$ cat src/rtl/class_router_n.sv
// Class-based router: pops words from one FWFT input FIFO and pushes each to the
// per-class output FIFO selected by its class field, holding or dropping on backpressure.
module class_router_n #(
  parameter int WORD_SIZE   = 12,
  parameter int NUM_CLASSES = 4,
  parameter int CLASS_W     = 2,
  parameter int CLASS_LSB   = 10,
  parameter int CNT_W       = 5
) (
  input  logic                         clk,
  input  logic                         reset,
  input  logic [WORD_SIZE-1:0]         data_in,
  input  logic                         fifo_empty,
  input  logic [NUM_CLASSES-1:0]       fifos_almost_full,
  input  logic                         drop_en,
  input  logic                         cnt_clear,
  output logic                         pop,
  output logic [NUM_CLASSES-1:0]       push,
  output logic [WORD_SIZE-1:0]         data_out,
  output logic [NUM_CLASSES*CNT_W-1:0] class_count,
  output logic [CNT_W-1:0]             drop_count,
  output logic                         busy
);

  typedef enum logic [0:0] {IDLE = 1'b0, ROUTE = 1'b1} state_t;

  state_t                 state;
  logic [WORD_SIZE-1:0]   hold;
  logic [CLASS_W-1:0]     cls;
  logic [NUM_CLASSES-1:0] sel;
  logic                   in_range;
  logic                   blocked;
  logic                   route_push;
  logic                   route_drop;
  logic [CNT_W-1:0]       cnt      [NUM_CLASSES];
  logic [CNT_W-1:0]       cnt_nxt  [NUM_CLASSES];
  logic [CNT_W-1:0]       drop_nxt;

  function automatic logic [CNT_W-1:0] sat_inc(input logic [CNT_W-1:0] v);
    return (v == {CNT_W{1'b1}}) ? v : v + CNT_W'(1);
  endfunction

  // Decode the class of the held word and decide push / drop / hold for this cycle.
  always_comb begin
    cls      = hold[CLASS_LSB +: CLASS_W];
    in_range = (32'(cls) < 32'(NUM_CLASSES));
    for (int i = 0; i < NUM_CLASSES; i++) begin
      sel[i] = (cls == CLASS_W'(i));
    end
    // sel is all-zero for an out-of-range class, so blocked cannot alias another FIFO
    blocked    = |(sel & fifos_almost_full);
    route_push = (state == ROUTE) && in_range && !blocked;
    route_drop = (state == ROUTE) && (!in_range || (blocked && drop_en));
  end

  // Next values of the saturating statistics counters; clear overrides any increment.
  always_comb begin
    drop_nxt = drop_count;
    for (int i = 0; i < NUM_CLASSES; i++) begin
      cnt_nxt[i] = cnt[i];
    end
    if (cnt_clear) begin
      drop_nxt = '0;
      for (int i = 0; i < NUM_CLASSES; i++) begin
        cnt_nxt[i] = '0;
      end
    end else begin
      drop_nxt = route_drop ? sat_inc(drop_count) : drop_count;
      for (int i = 0; i < NUM_CLASSES; i++) begin
        cnt_nxt[i] = (route_push && sel[i]) ? sat_inc(cnt[i]) : cnt[i];
      end
    end
  end

  genvar g;
  generate
    for (g = 0; g < NUM_CLASSES; g++) begin : g_pack
      assign class_count[g*CNT_W +: CNT_W] = cnt[g];
    end
  endgenerate

  // Router FSM with registered strobes, hold register and counters.
  always_ff @(posedge clk or negedge reset) begin
    if (!reset) begin
      state      <= IDLE;
      hold       <= '0;
      pop        <= 1'b0;
      push       <= '0;
      data_out   <= '0;
      busy       <= 1'b0;
      drop_count <= '0;
      for (int i = 0; i < NUM_CLASSES; i++) begin
        cnt[i] <= '0;
      end
    end else begin
      drop_count <= drop_nxt;
      for (int i = 0; i < NUM_CLASSES; i++) begin
        cnt[i] <= cnt_nxt[i];
      end
      case (state)
        IDLE: begin
          push <= '0;
          if (!fifo_empty) begin
            hold  <= data_in;
            pop   <= 1'b1;
            busy  <= 1'b1;
            state <= ROUTE;
          end else begin
            pop   <= 1'b0;
            busy  <= 1'b0;
            state <= IDLE;
          end
        end
        ROUTE: begin
          pop <= 1'b0;
          if (route_push) begin
            push     <= sel;
            data_out <= hold;
            busy     <= 1'b0;
            state    <= IDLE;
          end else if (route_drop) begin
            push  <= '0;
            busy  <= 1'b0;
            state <= IDLE;
          end else begin
            push  <= '0;
            busy  <= 1'b1;
            state <= ROUTE;
          end
        end
        default: begin
          pop   <= 1'b0;
          push  <= '0;
          busy  <= 1'b0;
          state <= IDLE;
        end
      endcase
    end
  end

endmodule

$ cat config.mk
export PLATFORM = sky130hd
export DESIGN_NAME = class_router_n
export DESIGN_NICKNAME = d
export VERILOG_FILES = /design/src/rtl/class_router_n.sv
export SDC_FILE = /design/constraint.sdc
export NUM_CORES = 1
export LEC_CHECK = 0
export CORE_UTILIZATION = 45
export CTS_CLUSTER_DIAMETER = 50
export DETAILED_ROUTE_END_ITERATION = 6
export MAX_ROUTING_LAYER = met4
export PLACE_DENSITY = 0.75
export SYNTH_ARGS = -nofsm -noshare
export SYNTH_HDL_FRONTEND = slang
export SYNTH_SLANG_ARGS = --single-unit
$ cat constraint.sdc
create_clock -name clk -period 4 [get_ports clk]
set_input_delay 0.6 -clock clk [delete_from_list [all_inputs] [get_ports clk]]
set_output_delay 0.6 -clock clk [all_outputs]
set_load 0.005 [all_outputs]
==> results of run 1 <==
## power by group
part / switching, mW / internal (mW) / leakage, nW
clock: 0.191 / 0.130 / 0.0502
combinational: 0.122 / 0.237 / 0.631
sequential: 0.0700 / 0.659 / 0.710
total: 0.384 / 1.03 / 1.39
## critical path: stages
cell             delay, ns
clkdlybuf4s50_1       0.45
mux4_2                0.63
nor2_1                0.13
buf_4                 0.21
mux2_2                0.35
## cell families (layout without fill, tap and decap cells)
group	after synthesis	in the layout	synth area share, %
DFF	55	55	55.84
AOI/OAI and AO/OA	51	51	12.13
and+or+nand+nor	42	42	10.86
buffers and inverters	27	90	4.213
muxes	25	25	11.88
adders and majority gates	10	10	5.076
## worst max path at each step
stage,start,end,cells after the start,slack (ns)
after floorplan,fifos_almost_full[3],data_out[0]$_DFFE_PN0P_,4,2.06
final,fifos_almost_full[3],data_out[10]$_DFFE_PN0P_,5,1.83
after detailed placement,fifos_almost_full[3],data_out[4]$_DFFE_PN0P_,5,1.51
after global routing,fifos_almost_full[3],data_out[10]$_DFFE_PN0P_,5,1.77
after CTS,fifos_almost_full[3],data_out[3]$_DFFE_PN0P_,5,1.85
after global placement,fifos_almost_full[3],data_out[0]$_DFFE_PN0P_,5,1.54
## cell usage after synthesis, drive strengths merged
master   instances
dfrtp           55
a21oi           25
mux2            24
inv             17
nand3           15
o21ai           12
ha              10
o31ai            8
or4              8
and3             6
clkbuf           6
buf              4
or3              4
a31o             3
a21bo            2
nand4            2
nand4bb          2
nor2             2
a21o             1
and3b            1
mux4             1
nand4b           1
or4b             1
## per-layer routing
metal  wire length, µm  vias up
li1                  -      887
met1              2270      888
met2              2247       58
met3               318        7
met4                66        0
met5                 0        -
## final cells by class
type	count	area, µm²	area share (%)
Sequential cell	55	1376	42.34
Tap cell	70	87.58	2.694
Multi-Input combinational cell	128	984.7	30.29
Clock inverter	3	28.78	0.8853
Clock buffer	5	68.82	2.117
Timing Repair Buffer	65	640.6	19.71
Inverter	17	63.81	1.963
## state kept, by name, indices dropped and copies added, names as in the netlist
register,count
class_count,20
data_out,12
hold,12
drop_count,5
push,4
pop,1
state,1
==> flow_metrics.py, run 1 <==
metrics = {
    "pwr": {
        "p_total_mw": 1.409,
        "p_per_area_mw_per_mm2": 433.5,
        "leakage_nw": 1.391,
        "ir_drop_mv": 0.3263,
    },
    "sta": {
        "hold_violations": 0,
        "fin_crit_ns": 2.171,
        "whs_ns": 0.2508,
        "fmax_mhz": 460.6,
        "setup_ws_ns": 1.829,
        "slew_headroom_pct": 22.51,
        "worst_slew_pin_slew_ns": 1.158,
        "fin_worst_skew_ns": 0.007672,
        "maxSlewViolCount": 0,
        "setup_violations": 0,
        "timing.final.crit_share_pct": 54.28,
        "tns_ns": 0,
        "rsz0062_at_grt": "false",
    },
    "worst_setup_path": {
        "timing.rr.end": "hold[0]$_DFFE_PN0P_",
        "cp-start-kind": "input pin",
        "r2r-start": "state$_DFF_PN0_",
        "path_class": "in -> reg",
        "critPathRequiredTime_ns": 4.20,
        "rr_worst_depth": 2,
        "cp-end-kind": "flop",
        "cp_max_fo": 12,
        "crit_arrival_ns": 2.37,
        "r2r_slack_ns": 2.05,
    },
    "detailed_routing": {
        "vias": 1840,
        "drt_iter0_drc": 101,
        "vias_per_cell": 5.364,
        "route.detailed.drc": 0,
        "avgRoutedWirePerCell_um": 14.29,
        "drt_pre_antenna_iters": 4,
        "ant_nets": 0,
        "routed_wl_um": 4903,
    },
    "synth": {
        "synth_top_area_share_pct": 55.84,
        "synth_area_leaders": "dfrtp_1 56%, mux2_2 10%, a21oi_1 5.1%, ha_1 5.1%, nand3_1 3.0%",
        "synth_seq_cells": 55,
        "yosys.area.top_type": "dfrtp_1",
        "yosysUniqueCellTypes": 25,
        "synth_seq_area_share_pct": 55.84,
        "netlist_area_mm2": 0.002465,
        "ys_warn_count": 0,
        "synth_nets": 241,
        "avgSynthCellArea_um2": 11.74,
        "synth_cells": 210,
    },
    "global_route": {
        "grt_usage_pct": 18.69,
        "use_met1_pct": 25.02,
        "grt.busiest_layer": "met2",
        "gr-total-overflow": 0,
        "grt_pass1_vias": 1731,
        "grt_pass1_wl_um": 8349,
        "met2_usage_pct": 28.09,
        "grt_max_degree": 33,
        "antenna_found_initial": 0,
        "gr-usage-met3_pct": 5.150,
    },
    "final_layout": {
        "area_growth_pct": 31.88,
        "antenna_cells": 0,
        "final_util_pct": 62.45,
        "nNetsFinal": 303,
        "mostFrequentLayoutCells": "62 x clkdlybuf4s50_1, 55 x dfrtp_1, 25 x a21oi_1, 22 x mux2_2, 17 x inv_1",
        "fin_area_mm2": 0.003251,
        "post_route_cells_drive_above_1_share_pct": 14.29,
        "final_cells": 343,
        "fillers": 422,
        "final_common_cell": "clkdlybuf4s50_1",
    },
    "hold_path": {
        "worstHoldPathType": "in -> async",
    },
    "cts": {
        "cts_setup_buffers": 0,
        "hold_buffers": 0,
        "cts_made_buffers": 5,
        "cts.sinks": 55,
        "ctsResizeCount": 0,
        "cts-root-buf": "clkbuf_8",
        "clk_latency_ns": 0.31,
        "cts.clk_slew.worst_paths_ns": 0.11,
        "cts_tree": "yes",
        "cts_buffer_depth": 2,
        "cts-htree-levels": 2,
    },
    "run_status": {
        "status": "finished, final reports clean",
    },
    "placement": {
        "placed_area_mm2": 0.003153,
        "dp_slack_ns": 1.513,
        "dp_hpwl_um": 3434,
        "portBuffers": 63,
        "place_inst": 335,
        "place.gp.congestion": 0.7769,
    },
    "die": {
        "die_w_um": 76.01,
        "row_count": 26,
        "core_mm2": 0.005205,
        "start_util_pct": 47.36,
        "io_pins": 64,
        "die_height_um": 76.01,
        "die_area_mm2": 0.005778,
    },
    "flow_run": {
        "drv_cap": 0,
    },
}
Note: power is estimated with default switching activity, not from simulation.
==> run 2: changes to the inputs <==
--- a/config.mk
+++ b/config.mk
@@ -5,11 +5,11 @@
 export SDC_FILE = /design/constraint.sdc
 export NUM_CORES = 1
 export LEC_CHECK = 0
-export CORE_UTILIZATION = 45
+export CORE_UTILIZATION = 44
 export CTS_CLUSTER_DIAMETER = 50
 export DETAILED_ROUTE_END_ITERATION = 6
 export MAX_ROUTING_LAYER = met4
-export PLACE_DENSITY = 0.75
+export PLACE_DENSITY = 0.76
 export SYNTH_ARGS = -nofsm -noshare
 export SYNTH_HDL_FRONTEND = slang
 export SYNTH_SLANG_ARGS = --single-unit
==> constraint.sdc (replaced) <==
create_clock -name clk -period 1.9 [get_ports clk]
set_input_delay 0.285 -clock clk [delete_from_list [all_inputs] [get_ports clk]]
set_output_delay 0.285 -clock clk [all_outputs]
set_load 0.005 [all_outputs]
==> flow_metrics.py, run 2 (synthesis gave the netlist of run 1 again) <==
metrics = {
    "run_status": {
        "status": "finished, final reports clean",
    },
    "pwr": {
        "p_per_area_mw_per_mm2": 910.5,
        "leakage_nw": 1.475,
        "p_total_mw": 3.110,
        "ir_drop_mv": 0.6814,
    },
    "cts": {
        "cts.sinks": 55,
        "cts_made_buffers": 5,
        "cts_buffer_depth": 2,
        "cts-htree-levels": 2,
        "cts_tree": "yes",
        "clk_latency_ns": 0.31,
        "cts.clk_slew.worst_paths_ns": 0.10,
        "cts-root-buf": "clkbuf_8",
    },
    "global_route": {
        "gr-total-overflow": 0,
        "grt_max_degree": 56,
        "grt_pass1_wl_um": 8473,
        "grt_pass1_vias": 1741,
        "antenna_found_initial": 0,
        "grt_usage_pct": 18.88,
    },
    "sta": {
        "timing.final.crit_share_pct": 96.53,
        "slew_headroom_pct": 80.26,
        "whs_ns": 0.4828,
        "maxSlewViolCount": 0,
        "setup_ws_ns": 0.06595,
        "fin_crit_ns": 1.834,
        "setup_violations": 0,
        "fin_worst_skew_ns": 0.003850,
        "fmax_mhz": 545.2,
        "hold_violations": 0,
        "rsz0062_at_grt": "true",
        "worst_slew_pin_slew_ns": 0.2936,
    },
    "die": {
        "io_pins": 64,
        "die_w_um": 76.85,
        "start_util_pct": 47.06,
        "die_height_um": 76.85,
        "row_count": 26,
        "die_area_mm2": 0.005905,
        "core_mm2": 0.005238,
    },
    "placement": {
        "portBuffers": 63,
        "place.gp.congestion": 0.7888,
        "dp_slack_ns": -0.09289,
        "dp_hpwl_um": 3447,
        "place_inst": 348,
    },
    "worst_setup_path": {
        "crit_path_frequent_cell": "ha_1",
        "path_class": "reg -> reg",
        "crit_arrival_ns": 2.07,
        "cp_max_fo": 5,
        "r2r-start": "class_count[1]$_DFFE_PN0P_",
        "path_buf_inv": 0,
        "cpLargestDelayFamily": "simple AND/OR/NAND/NOR gates",
        "max_stage_delay_ns": 0.55,
        "cp-end-kind": "flop",
        "cp-startpoint": "class_count[1]$_DFFE_PN0P_",
        "critPathRequiredTime_ns": 2.14,
        "crit_slowest_cell": "or4_4",
        "cp-start-kind": "flop",
        "crit_chain": "ha_1 > and3_1 > ha_1 > or4_4 > a21oi_2",
    },
    "detailed_routing": {
        "route.detailed.drc": 0,
        "avgRoutedWirePerCell_um": 14.18,
        "drt_iter0_drc": 82,
        "ant_nets": 0,
        "vias": 1895,
        "drt_pre_antenna_iters": 4,
        "vias_per_cell": 5.279,
        "routed_wl_um": 5089,
    },
    "final_layout": {
        "final_cells": 359,
        "largest_register_ff_count": 20,
        "area_growth_pct": 38.58,
        "final_util_pct": 65.22,
        "fillers": 419,
        "nNetsFinal": 319,
        "final_common_cell": "clkdlybuf4s50_1",
        "post_route_cells_drive_above_1_share_pct": 20.76,
        "mostFrequentLayoutCells": "62 x clkdlybuf4s50_1, 54 x dfrtp_1, 24 x a21oi_1, 22 x mux2_2, 17 x inv_1",
        "antenna_cells": 0,
    },
    "hold_path": {
        "worstHoldPathType": "in -> async",
    },
    "flow_run": {
        "drv_cap": 0,
    },
}
==> run 2: per-layer routing <==
layer | vias up | GRT usage, % | part of all wire (%)
met5 | - | - | 0
met1 | 916 | 25.37 | 48
met2 | 53 | 28.66 | 46
li1 | 919 | - | -
met3 | 7 | 4.048 | 5.2
met4 | 0 | 5.769 | 1.3
==> run 2: worst paths after layout <==
path	endpoint	slack, ns	cells after the start
setup reg to reg	class_count[3]$_DFFE_PN0P_	0.07	5
hold / removal	push[1]$_DFF_PN0_	0.48	3
hold reg to reg	data_out[7]$_DFFE_PN0P_	0.51	1
max in group asynchronous	class_count[15]$_DFFE_PN0P_	1.16	3
setup / recovery	class_count[3]$_DFFE_PN0P_	0.07	5
min in group clk	data_out[7]$_DFFE_PN0P_	0.51	1
==> run 2: final cells by class <==
class	instances	area (µm²)	area share, %
Inverter	17	63.81	1.868
Timing Repair Buffer	81	775.7	22.71
Tap cell	70	87.58	2.564
Clock inverter	3	43.79	1.282
Multi-Input combinational cell	128	998.5	29.23
Sequential cell	55	1378	40.33
Clock buffer	5	68.82	2.015
==> run 2: what timing repair did <==
action,4_1_cts,5_1_grt
hold buffers,1,0
setup endpoints to repair,0,15
buffers inserted,0,2
endpoints found under the hold margin,55,0
gates resized for setup,0,6
==> run 2: per-stage QoR <==
step / TNS [ns] / cell area (µm²)
after floorplan: 0 / 2465
after global placement: -0.9003 / 3263
after detailed placement: -1.116 / 3263
after CTS: 0 / 3386
after global routing: -0.01468 / 3416
final: 0 / 3416
==> run 2: tightest hold or removal path, stage by stage <==
cell	delay [ns]
dlygate4sd3_1	0.52
buf_2	0.12
buf_12	0.26
==> run 2: where the power goes <==
part	internal, mW	switching (mW)	leakage, nW	total (mW)
Clock	0.393	0.380	0.0581	0.773
Combinational	0.537	0.269	0.708	0.805
Sequential	1.39	0.144	0.709	1.53
